===== config.mk =====
export PLATFORM = sky130hd
export DESIGN_NAME = pll_rst_seq
export DESIGN_NICKNAME = d
export VERILOG_FILES = /design/src/rtl/pll_rst_seq_pkg.sv /design/src/rtl/pll_rst_seq_sync_ff.sv /design/src/rtl/pll_rst_seq.sv
export SDC_FILE = /design/constraint.sdc
export NUM_CORES = 1
export LEC_CHECK = 0
export ABC_CLOCK_PERIOD_IN_PS = 2430
export BUFFER_PORTS_ARGS = -buffer_cell sky130_fd_sc_hd__buf_4
export CAP_MARGIN = 20
export CORE_ASPECT_RATIO = 2
export CORE_MARGIN = 3
export CORE_UTILIZATION = 52
export CTS_CLUSTER_DIAMETER = 200
export DETAILED_ROUTE_END_ITERATION = 10
export PLACE_DENSITY = 0.72
export SLEW_MARGIN = 20
export SYNTH_ARGS = -nofsm -noshare
export SYNTH_HDL_FRONTEND = slang
export SYNTH_SLANG_ARGS = --single-unit

===== constraint.sdc =====
create_clock -name clk -period 2.43 [get_ports clk]
set_clock_uncertainty 0.2 [all_clocks]
set_input_delay 0.486 -clock clk [delete_from_list [all_inputs] [get_ports clk]]
set_output_delay 0.486 -clock clk [all_outputs]
set_load 0.02 [all_outputs]

===== src/rtl/pll_rst_seq_pkg.sv =====
// Shared types and helpers for the PLL reset sequencer.
// State encodings are fixed because they are exported on the debug port.
package pll_rst_seq_pkg;

    typedef logic [2:0] state_t;

    localparam state_t ST_WAIT_LOCK = 3'd0;
    localparam state_t ST_HOLD      = 3'd1;
    localparam state_t ST_RELEASE   = 3'd2;
    localparam state_t ST_RUN       = 3'd3;
    localparam state_t ST_ASSERT    = 3'd4;

    function automatic int max3(input int a, input int b, input int c);
        int m;
        m = (a > b) ? a : b;
        return (m > c) ? m : c;
    endfunction

endpackage


===== src/rtl/pll_rst_seq_sync_ff.sv =====
// Parameterized-depth bit synchronizer with async active-low clear.
module sync_ff #(
    parameter int STAGES = 2
) (
    input  logic clk,
    input  logic resetn,
    input  logic d,
    output logic q
);

    logic [STAGES-1:0] r_sync;

    always_ff @(posedge clk or negedge resetn) begin
        if (!resetn) r_sync <= '0;
        else         r_sync <= {r_sync[STAGES-2:0], d};
    end

    assign q = r_sync[STAGES-1];

endmodule


===== src/rtl/pll_rst_seq.sv =====
// Staged reset sequencer driven by a filtered PLL lock indication.
// FSM registers feed a final output register stage.
module pll_rst_seq
    import pll_rst_seq_pkg::*;
#(
    parameter int LOCK_SYNC_STAGES = 2,
    parameter int LOCK_HOLD        = 1024,
    parameter int STAGES           = 3,
    parameter int STAGE_GAP        = 16,
    parameter int MIN_ASSERT       = 64,
    parameter int CNT_W            = 8
) (
    input  logic              clk,
    input  logic              resetn,
    input  logic              pll_locked,
    input  logic              soft_rst,
    input  logic              clr_lost,
    output logic [STAGES-1:0] rst_out_n,
    output logic              ready,
    output logic              lock_lost,
    output logic [CNT_W-1:0]  loss_count,
    output logic [2:0]        state
);

    localparam int CW = $clog2(max3(LOCK_HOLD, STAGE_GAP, MIN_ASSERT) + 1);
    localparam int IW = (STAGES > 1) ? $clog2(STAGES) : 1;

    logic              w_lk;
    state_t            r_state;
    logic [CW-1:0]     r_cnt;
    logic [IW-1:0]     r_idx;
    logic [STAGES-1:0] r_rel;
    logic              r_loss;

    sync_ff #(.STAGES(LOCK_SYNC_STAGES)) u_sync (
        .clk    (clk),
        .resetn (resetn),
        .d      (pll_locked),
        .q      (w_lk)
    );

    always_ff @(posedge clk or negedge resetn) begin
        if (!resetn) begin
            r_state <= ST_WAIT_LOCK;
            r_cnt   <= '0;
            r_idx   <= '0;
            r_rel   <= '0;
            r_loss  <= 1'b0;
        end else begin
            r_loss <= 1'b0;
            unique case (r_state)
                ST_WAIT_LOCK: begin
                    if (w_lk) begin
                        r_state <= ST_HOLD;
                        r_cnt   <= CW'(LOCK_HOLD - 1);
                    end
                end
                ST_HOLD: begin
                    if (!w_lk) begin
                        r_state <= ST_WAIT_LOCK;
                    end else if (soft_rst) begin
                        r_state <= ST_ASSERT;
                        r_cnt   <= CW'(MIN_ASSERT - 1);
                    end else if (r_cnt == '0) begin
                        r_rel   <= STAGES'(1);
                        r_idx   <= IW'(1);
                        r_cnt   <= CW'(STAGE_GAP - 1);
                        r_state <= (STAGES == 1) ? ST_RUN : ST_RELEASE;
                    end else begin
                        r_cnt <= r_cnt - CW'(1);
                    end
                end
                ST_RELEASE: begin
                    // Lock loss outranks a coincident soft reset.
                    if (!w_lk || soft_rst) begin
                        r_state <= ST_ASSERT;
                        r_cnt   <= CW'(MIN_ASSERT - 1);
                        r_rel   <= '0;
                        r_loss  <= !w_lk;
                    end else if (r_cnt == '0) begin
                        r_rel <= r_rel | (STAGES'(1) << r_idx);
                        r_idx <= r_idx + IW'(1);
                        r_cnt <= CW'(STAGE_GAP - 1);
                        if (r_idx == IW'(STAGES - 1)) r_state <= ST_RUN;
                    end else begin
                        r_cnt <= r_cnt - CW'(1);
                    end
                end
                ST_RUN: begin
                    if (!w_lk || soft_rst) begin
                        r_state <= ST_ASSERT;
                        r_cnt   <= CW'(MIN_ASSERT - 1);
                        r_rel   <= '0;
                        r_loss  <= !w_lk;
                    end
                end
                ST_ASSERT: begin
                    if (r_cnt == '0) r_state <= ST_WAIT_LOCK;
                    else             r_cnt   <= r_cnt - CW'(1);
                end
                default: begin
                    r_state <= ST_WAIT_LOCK;
                    r_rel   <= '0;
                end
            endcase
        end
    end

    always_ff @(posedge clk or negedge resetn) begin
        if (!resetn) begin
            rst_out_n  <= '0;
            ready      <= 1'b0;
            lock_lost  <= 1'b0;
            loss_count <= '0;
        end else begin
            rst_out_n <= r_rel;
            ready     <= (r_state == ST_RUN);
            if (r_loss)        lock_lost <= 1'b1;
            else if (clr_lost) lock_lost <= 1'b0;
            if (r_loss && (loss_count != '1))
                loss_count <= loss_count + CNT_W'(1);
        end
    end

    assign state = r_state;

endmodule


# After elaboration in Yosys (flattened, before gate mapping)
# Cells that the tools add are included.
# op_classes
bitwise	2
shifts	1
n_reduce_logical	14
div	0
multipliers	0
mux	35
order_cmp	0
add_sub_neg	3
n_eq_ne	18
# ops
op	n
$mux W11	7
$pmux W11 S5	1
$mux W3	15
$reduce_and A6 Y1	3
$pmux W3 S5	1
$ne A2 B2 Y1 const B	7
$pmux W3 S4	1
$logic_not A11 Y1	1
$sub A11 B1 Y11 const B	1
$mux W2	5
$add A8 B1 Y8 const B	1
$ne A8 B8 Y1 const B	1
$eq A3 B2 Y1 const B	2
$ne A3 B3 Y1 const B	2
$reduce_and A5 Y1	1
$reduce_bool A5 Y1	1
$mux W1	4
$ne A2 B1 Y1 const B	2
$ne A4 B4 Y1 const B	1
$pmux W2 S2	1
$reduce_bool A2 Y1	2
$reduce_or A2 Y1	2
$eq A3 B1 Y1 const B	1
$eq A3 B3 Y1 const B	1
other kinds (9)	9
# totals
ramBits	0
latchBits	0
reg_bits	35
mem_bits_ro	0
input_bits	5
out_inout_bits	16
mem_count	0
elab_cells	83

# Longest topological paths before layout
# Gate-level depths: netlist of run 1.
# depth
depth_word	5
mapped_depth	8

# Modules after synthesis
# A second synthesis of run 1 with hierarchy kept.
# unflattened
cells_unflattened	187
area_unflattened_um2	1854.3
# modules_own_cells
module	cells_each	area_each_um2	instances
pll_rst_seq	185	1804.2	1
sync_ff	2	50.0	1

# Worst setup path after synthesis of run 1
# Ideal clock, no wire load.
# synth_timing
path_type	register -> register
start	reg r_state[1], in the netlist state[1]
end	reg r_cnt[1]
path_slack_ns	-0.107
stages_incl_launch_ff	7
arrival_time_ns	2.212
period_less_slack_ns	2.537
setup_time_ns	0.125
required_ns	2.105
path_cell_list	dfrtp_1 -> clkbuf_1 -> or4b_2 -> o211a_1 -> nor2_1 -> o21ai_0 -> mux2_2
# synth_between
elab_chain_cells	3
word_cells_on_any_way	12
cone_classes	eq/ne: 8; mux: 1; reduce/logical: 3
# synth_lines
element	line	source
from (decl)	pll_rst_seq.sv:29	state_t r_state;
from (signal assigned)	pll_rst_seq.sv:68	r_state <= (STAGES == 1) ? ST_RUN : ST_RELEASE;
$eq A3 B2 Y1, or another cell as far along	pll_rst_seq.sv:51	unique case (r_state)
$reduce_bool A5 Y1 (no source line), or another cell as far along	n/a	
$reduce_and A5 Y1 (no source line)	n/a	
to (signal assigned)	pll_rst_seq.sv:55	r_cnt <= CW'(LOCK_HOLD - 1);
to (signal assigned)	pll_rst_seq.sv:63	r_cnt <= CW'(MIN_ASSERT - 1);
to (signal assigned)	pll_rst_seq.sv:67	r_cnt <= CW'(STAGE_GAP - 1);
to (decl)	pll_rst_seq.sv:30	logic [CW-1:0] r_cnt;
# Several ways; a longest one is shown, not always the timed one.
# A chain may end at the register's enable or synchronous reset.

# Worst setup path after layout of run 1
# layout_timing
start	reg r_cnt[6]
end	reg r_cnt[2]
# layout_between
elab_chain_cells	5
word_cells_on_any_way	8
cone_classes	eq/ne: 1; mux: 5; reduce/logical: 2
# layout_lines
element	line	source
$logic_not A11 Y1 *	pll_rst_seq.sv:64, pll_rst_seq.sv:80, pll_rst_seq.sv:98	
$mux W11	pll_rst_seq.sv:64, pll_rst_seq.sv:80	
$mux W11	pll_rst_seq.sv:61	end else if (soft_rst) begin
$mux W11	pll_rst_seq.sv:59	if (!w_lk) begin
$pmux W11 S5	pll_rst_seq.sv:51	
# Mark *: on every way between the ends. The rest lies on a longest branch, timed or not. The select of a mux whose other input is x is not followed.

==> flow_summary.yaml, run 1 <==
power:
  clock_power_share: 0.219
  vdd_drop_max_uv: 547
  power.net_switching_mw: 0.745
  internal-power_mw: 1.28
  seq_power_share: 0.372
  power_density_nw_per_um2: 857
  share_comb_of_total_power: 0.409
  power_leakage_nw: 1.05
  swShare: 0.368
sta:
  layout_min_cycle_time_ns: 2.42
  grt_setup_unrepaired: "yes"
  relSlewSlack: 0.506
  timing.fmax_mhz: 414
  max_slew.worst_pin.slew_ns: 0.736
  post-route-period-util: 0.995
  timing.final.setup_violations: 0
  timing.final.max_slew_violations: 0
  final_hold_vio_count: 0
  finalHoldWorstSlack_ns: 0.102
routing:
  drt.antenna.violating_nets: 0
  viasPerCell: 5.88
  drc_errors: 0
  drt_iter0_drc: 50
  wl_um: 4560
  detail_route.first_pass.iterations: 4
  via_count: 1704
  wl_per_cell_um: 15.7
critical_path:
  critical-path-slowest-cell: "sky130_fd_sc_hd__or4_4"
  worstPathArrival_ns: 2.40
  endpoint_kind: "flip-flop"
  critical_path_class: "flip-flop to flip-flop"
  ordered_list_of_cells_on_the_worst_path: "or4_4 -> or4b_4 -> o221ai_4 -> buf_4 -> nor2_1 -> o22a_1"
  required_ns: 2.41
  cp_slowest_stage_delay_ns: 0.53
  cp_max_fo: 3
  cp.buffers_inverters: 1
  critical_path.startpoint_type: "flip-flop"
  crit_path_max_delay_family: "simple AND/OR/NAND/NOR gates"
floorplan:
  die_area_um2: 4520
  floorplan.initialDensity: 0.552
  rows: 30
  fp.dieH_um: 92.1
  io_pins: 21
  die_width_um: 49.1
  core_region_area_um2: 3490
clocking:
  cts.root.buffer_cell: "sky130_fd_sc_hd__clkbuf_8"
  clock_pin_slew_worst_setup_and_hold_paths_ns: 0.07
  tritoncts_num_sinks: 35
  tritoncts: "built"
  cts_made_buffers: 5
  ctsHtreeMaxLevel: 2
  clk-insertion-delay-late_ns: 0.28
  maximum_count_of_clock_buffers_along_a_single_path: 2
grt:
  global_route_wire_length_before_repair_um: 7580
  grt_antenna_before_repair: 0
  gr-usage-all-layers: 0.215
  globalRouteOverflowTotal: 0
  number_of_global_route_vias_before_repair: 1723
  maximum_number_of_pins_on_one_net_before_global_route_repair: 36
finish:
  fill_cells: 290
  finish.utilization: 0.677
  num_antenna_cells: 0
  final_net_count: 252
  layout_commonest_cell: "sky130_fd_sc_hd__buf_4"
  mostFrequentLayoutCells: "sky130_fd_sc_hd__buf_4 (37), sky130_fd_sc_hd__dfrtp_1 (34), sky130_fd_sc_hd__nand2_1 (20)"
  synth_to_final_area_change_pct: 22.6
  final_layout_size_suffix_gt1_frac: 0.248
yosys:
  synth_nets: 216
  yosys_warnings: 0
  yosys.area.top_type: "sky130_fd_sc_hd__dfrtp_1"
  synth_sequential_area_ratio: 0.454
  synthDominantCellAreaShare: 0.454
  synth_ff_type: "sky130_fd_sc_hd__dfrtp_1"
  synth-seq-cells: 35
  synth.avg_cell_area_um2: 9.41
  synth_edf_count: 0
  proportion_of_synthesized_flip_flops_having_asynchronous_set_or_reset: 1.00
  yosys-top-cells-area: "sky130_fd_sc_hd__dfrtp_1 (45%), sky130_fd_sc_hd__ha_1 (3.9%), sky130_fd_sc_hd__nand2_1 (3.9%), sky130_fd_sc_hd__o21ai_0 (3.4%), sky130_fd_sc_hd__a31oi_1 (3.2%)"
  syn_inst: 205
  synth_cell_type_count: 50
  synthesis.area_um2: 1930
job:
  max-cap-violations: 0
placement:
  place.detailed.hpwl_um: 3320
  routability_cong: 0.878
  port-buffer-count: 20
min_path:
  holdCritPathClass: "input pin to flip-flop"
run_status:
  outcome: "finished clean"
## state kept, by name (all words and copies together) (netlist names), 2 cells and up
register       flops
r_idx              2
r_cnt             11
rst_out_n          3
state              3
r_rel              3
loss_count         8
u_sync.r_sync      2
## kinds of logic (layout without fill, tap and decap cells)
group           after synthesis  after routing  share of synthesized area
buf+inv                      24             61                     0.0571
simple gates                 71             71                      0.193
compound gates               59             59                      0.210
mux                           1              1                    0.00584
xor+xnor                      9              9                     0.0409
flops                        35             35                      0.454
fa+ha+maj                     6              6                     0.0389
## cells in the mapped netlist, types with 2 or more instances
library cell,n
sky130_fd_sc_hd__xnor2_1,6
sky130_fd_sc_hd__o211ai_1,2
sky130_fd_sc_hd__inv_1,13
sky130_fd_sc_hd__o22a_1,2
sky130_fd_sc_hd__nand2_1,20
sky130_fd_sc_hd__nor2b_1,4
sky130_fd_sc_hd__a211oi_1,2
sky130_fd_sc_hd__dfrtp_1,35
sky130_fd_sc_hd__nor4_1,3
sky130_fd_sc_hd__a21o_1,4
sky130_fd_sc_hd__ha_1,6
sky130_fd_sc_hd__a31oi_1,10
sky130_fd_sc_hd__nor3_1,7
sky130_fd_sc_hd__a21oi_1,10
sky130_fd_sc_hd__or3_1,2
sky130_fd_sc_hd__nand3_1,3
sky130_fd_sc_hd__nor2_1,16
sky130_fd_sc_hd__nand2b_1,2
sky130_fd_sc_hd__clkbuf_1,8
sky130_fd_sc_hd__nand4_1,3
sky130_fd_sc_hd__xor2_1,3
sky130_fd_sc_hd__o21ai_0,13
sky130_fd_sc_hd__o22ai_1,4
## routing by layer
layer,wire length [um],GRT usage
met5,0,0
met4,114,0.0998
met3,131,0.0374
met2,2620,0.415
met1,1690,0.214
## stage by stage
step           setup TNS [ns]  power, mW  worst slack, ns  instances  area (um^2)
5_1_grt                -0.176       2.15          -0.0533        290         2360
3_3_place_gp                0       1.52           0.0394        279         2230
4_1_cts              -0.00298       2.00         -0.00175        290         2350
3_5_place_dp                0       1.54          0.00270        279         2230
6_report                    0       2.03           0.0126        290         2360
2_1_floorplan         -0.0372       1.28          -0.0372        205         1960
## power groups by stage
stage | Combinational [mW] | Sequential [mW] | Clock (mW)
after detailed placement | 0.778 | 0.764 | 0
after CTS | 0.804 | 0.754 | 0.444
after global routing | 0.906 | 0.769 | 0.474
after global placement | 0.764 | 0.758 | 0
final | 0.829 | 0.755 | 0.443
after floorplan | 0.494 | 0.782 | 0
## worst paths after layout
check	from	end	slack (ns)	cells past startpoint
worst max-delay path	r_cnt[6]	r_cnt[2]	0.01	6
worst min-delay path	pll_locked	u_sync.r_sync[0]	0.10	1
worst max register to register	r_cnt[6]	r_cnt[2]	0.01	6
worst min register to register	u_sync.r_sync[0]	u_sync.r_sync[1]	0.15	0
max in group asynchronous	resetn	state[1]	1.22	2
min in group asynchronous	resetn	u_sync.r_sync[1]	0.49	2
## timing repair
item,in CTS,in global routing
endpoints found under the hold margin,35,0
buffers inserted,2,0
setup endpoints to repair,3,9
gates cloned,0,0
pin swaps,0,1
resized for setup,1,6
hold buffers,1,0
## final cells by class
class	instances	area [um^2]	area share
Multi-Input combinational cell	146	968	0.410
Sequential cell	35	877	0.371
Timing Repair Buffer	40	319	0.135
Clock buffer	7	86.3	0.0365
Tap cell	48	60.1	0.0254
Inverter	13	48.8	0.0206
Clock inverter	1	5.00	0.00212
(Power assumes the default switching activity.)
==> run 2: changes to the inputs <==
--- a/config.mk
+++ b/config.mk
@@ -14,6 +14,7 @@
 export CTS_CLUSTER_DIAMETER = 200
 export DETAILED_ROUTE_END_ITERATION = 10
 export PLACE_DENSITY = 0.72
+export RECOVER_POWER = 100
 export SLEW_MARGIN = 20
 export SYNTH_ARGS = -nofsm -noshare
 export SYNTH_HDL_FRONTEND = slang
==> flow_summary.yaml, run 2 (synthesis gave the netlist of run 1 again) <==
run_status:
  outcome: "finished clean"
routing:
  via_count: 1681
  viasPerCell: 5.80
  wl_per_cell_um: 15.7
  drt.antenna.violating_nets: 0
  drt_iter0_drc: 52
  wl_um: 4570
  drc_errors: 0
  detail_route.first_pass.iterations: 4
min_path:
  holdCritPathClass: "input pin to flip-flop"
  worst_hold_startpoint: "pll_locked"
  hold_path_depth: 1
  min_to: "u_sync.r_sync[0]"
finish:
  largest_register_ffs: 11
  stdcell_area_um2: 2300
  layout_commonest_cell: "sky130_fd_sc_hd__dfrtp_1"
  seqCellArea_um2: 876
  synth_to_final_area_change_pct: 19.3
  num_antenna_cells: 0
  finish.utilization: 0.659
  largest-register: "r_cnt"
  fill_cells: 310
  final_net_count: 252
  largest_registers: "r_cnt: 11 flops, loss_count: 8 flops"
  final_layout_size_suffix_gt1_frac: 0.178
  mostFrequentLayoutCells: "sky130_fd_sc_hd__dfrtp_1 (35), sky130_fd_sc_hd__nand2_1 (20), sky130_fd_sc_hd__buf_4 (19)"
  multi_input_area_um2: 968
critical_path:
  endpoint_kind: "flip-flop"
  critical-path-slowest-cell: "sky130_fd_sc_hd__or4_4"
  critical_path_class: "flip-flop to flip-flop"
  crit_path_max_delay_family: "simple AND/OR/NAND/NOR gates"
  cp_slowest_stage_delay_ns: 0.53
  ordered_list_of_cells_on_the_worst_path: "or4_4 -> or4b_4 -> o221ai_4 -> buf_4 -> nor2_1 -> o22a_1"
  rr_startpoint: "r_cnt[6]"
  required_ns: 2.41
  cp.buffers_inverters: 1
  worstPathArrival_ns: 2.40
  reg2regPathDepth: 6
  r2r-end: "r_cnt[2]"
  critical_path.startpoint_type: "flip-flop"
  cp_max_fo: 3
  timing.reg2reg.setup_slack_ns: 0.01
clocking:
  ctsHtreeMaxLevel: 2
  clock_pin_slew_worst_setup_and_hold_paths_ns: 0.07
  tritoncts: "built"
  cts.root.buffer_cell: "sky130_fd_sc_hd__clkbuf_8"
  cts_made_buffers: 5
  tritoncts_num_sinks: 35
  clk-insertion-delay-late_ns: 0.28
  maximum_count_of_clock_buffers_along_a_single_path: 2
job:
  max-cap-violations: 0
floorplan:
  fp.dieH_um: 92.1
  io_pins: 21
  rows: 30
  floorplan.initialDensity: 0.552
  die_area_um2: 4520
  die_width_um: 49.1
  core_region_area_um2: 3490
placement:
  port-buffer-count: 20
  placed_instance_area_um2: 2230
  routability_cong: 0.878
  place.detailed.hpwl_um: 3320
  dpl_worst_slack_ns: 0.00270
sta:
  timing.final.setup_violations: 0
  timing.fmax_mhz: 414
  relSlewSlack: 0.439
  layout_min_cycle_time_ns: 2.42
  finalHoldWorstSlack_ns: 0.123
  grt_setup_unrepaired: "yes"
  post-route-period-util: 0.995
  timing.setup.tns_ns: 0
  layout_setup_ws_ns: 0.0126
  timing.final.max_slew_violations: 0
  max_slew.worst_pin.slew_ns: 0.842
  final_hold_vio_count: 0
power:
  power_leakage_nw: 0.982
  vdd_drop_max_uv: 548
  power_density_nw_per_um2: 874
grt:
  maximum_number_of_pins_on_one_net_before_global_route_repair: 36
  grt_antenna_before_repair: 0
  globalRouteOverflowTotal: 0
  global_route_wire_length_before_repair_um: 7580
  gr-usage-all-layers: 0.215
  number_of_global_route_vias_before_repair: 1723
[run 2: how the worst max path moves through the flow]
stage                     startpoint         to  slack [ns]  depth (start not counted)
after floorplan             r_cnt[3]   r_cnt[1]       -0.04                          5
after global placement      r_cnt[7]   r_cnt[2]        0.04                          6
after detailed placement    r_cnt[6]  r_cnt[10]       0.003                          6
after CTS                   r_cnt[6]   r_cnt[2]      -0.002                          6
after global routing        r_cnt[6]   r_cnt[2]       -0.05                          6
final                       r_cnt[6]   r_cnt[2]        0.01                          6
[run 2: power by group]
| part | switching [mW] | internal, mW |
|---|---|---|
| clock | 0.213 | 0.229 |
| sequential | 0.0804 | 0.674 |
| combinational | 0.452 | 0.362 |
[run 2: repair_timing]
item                                   in CTS  in global routing
hold buffers                                1                  0
pin swaps                                   0                  1
resized for setup                           1                  6
cloned                                      0                  0
endpoints found under the hold margin      35                  0
setup buffers                               2                  0
setup endpoints to repair                   3                  9
[run 2: final cells by class]
cell class / count / area share
Tap cell: 48 / 0.0261
Multi-Input combinational cell: 146 / 0.421
Inverter: 13 / 0.0212
Clock buffer: 7 / 0.0375
Timing Repair Buffer: 40 / 0.111
Sequential cell: 35 / 0.381
Clock inverter: 1 / 0.00218
[run 2: worst reg2reg max path: stages (launching register included)]
cell and delay (ns):
sky130_fd_sc_hd__dfrtp_1 0.40, sky130_fd_sc_hd__or4_4 0.53, sky130_fd_sc_hd__or4b_4 0.53, sky130_fd_sc_hd__o221ai_4 0.24
sky130_fd_sc_hd__buf_4 0.18, sky130_fd_sc_hd__nor2_1 0.04, sky130_fd_sc_hd__o22a_1 0.19
[run 2: metrics by stage]
| step | instances | power [mW] |
|---|---|---|
| after global placement | 279 | 1.52 |
| after global routing | 290 | 2.13 |
| after floorplan | 205 | 1.28 |
| after CTS | 290 | 2.00 |
| final | 290 | 2.01 |
| after detailed placement | 279 | 1.54 |
[run 2: routing by layer]
metal  routed length, um  global-route usage
met5                   0                   0
met3                 130              0.0374
met2                2630               0.415
met1                1690               0.214
met4                 112              0.0998
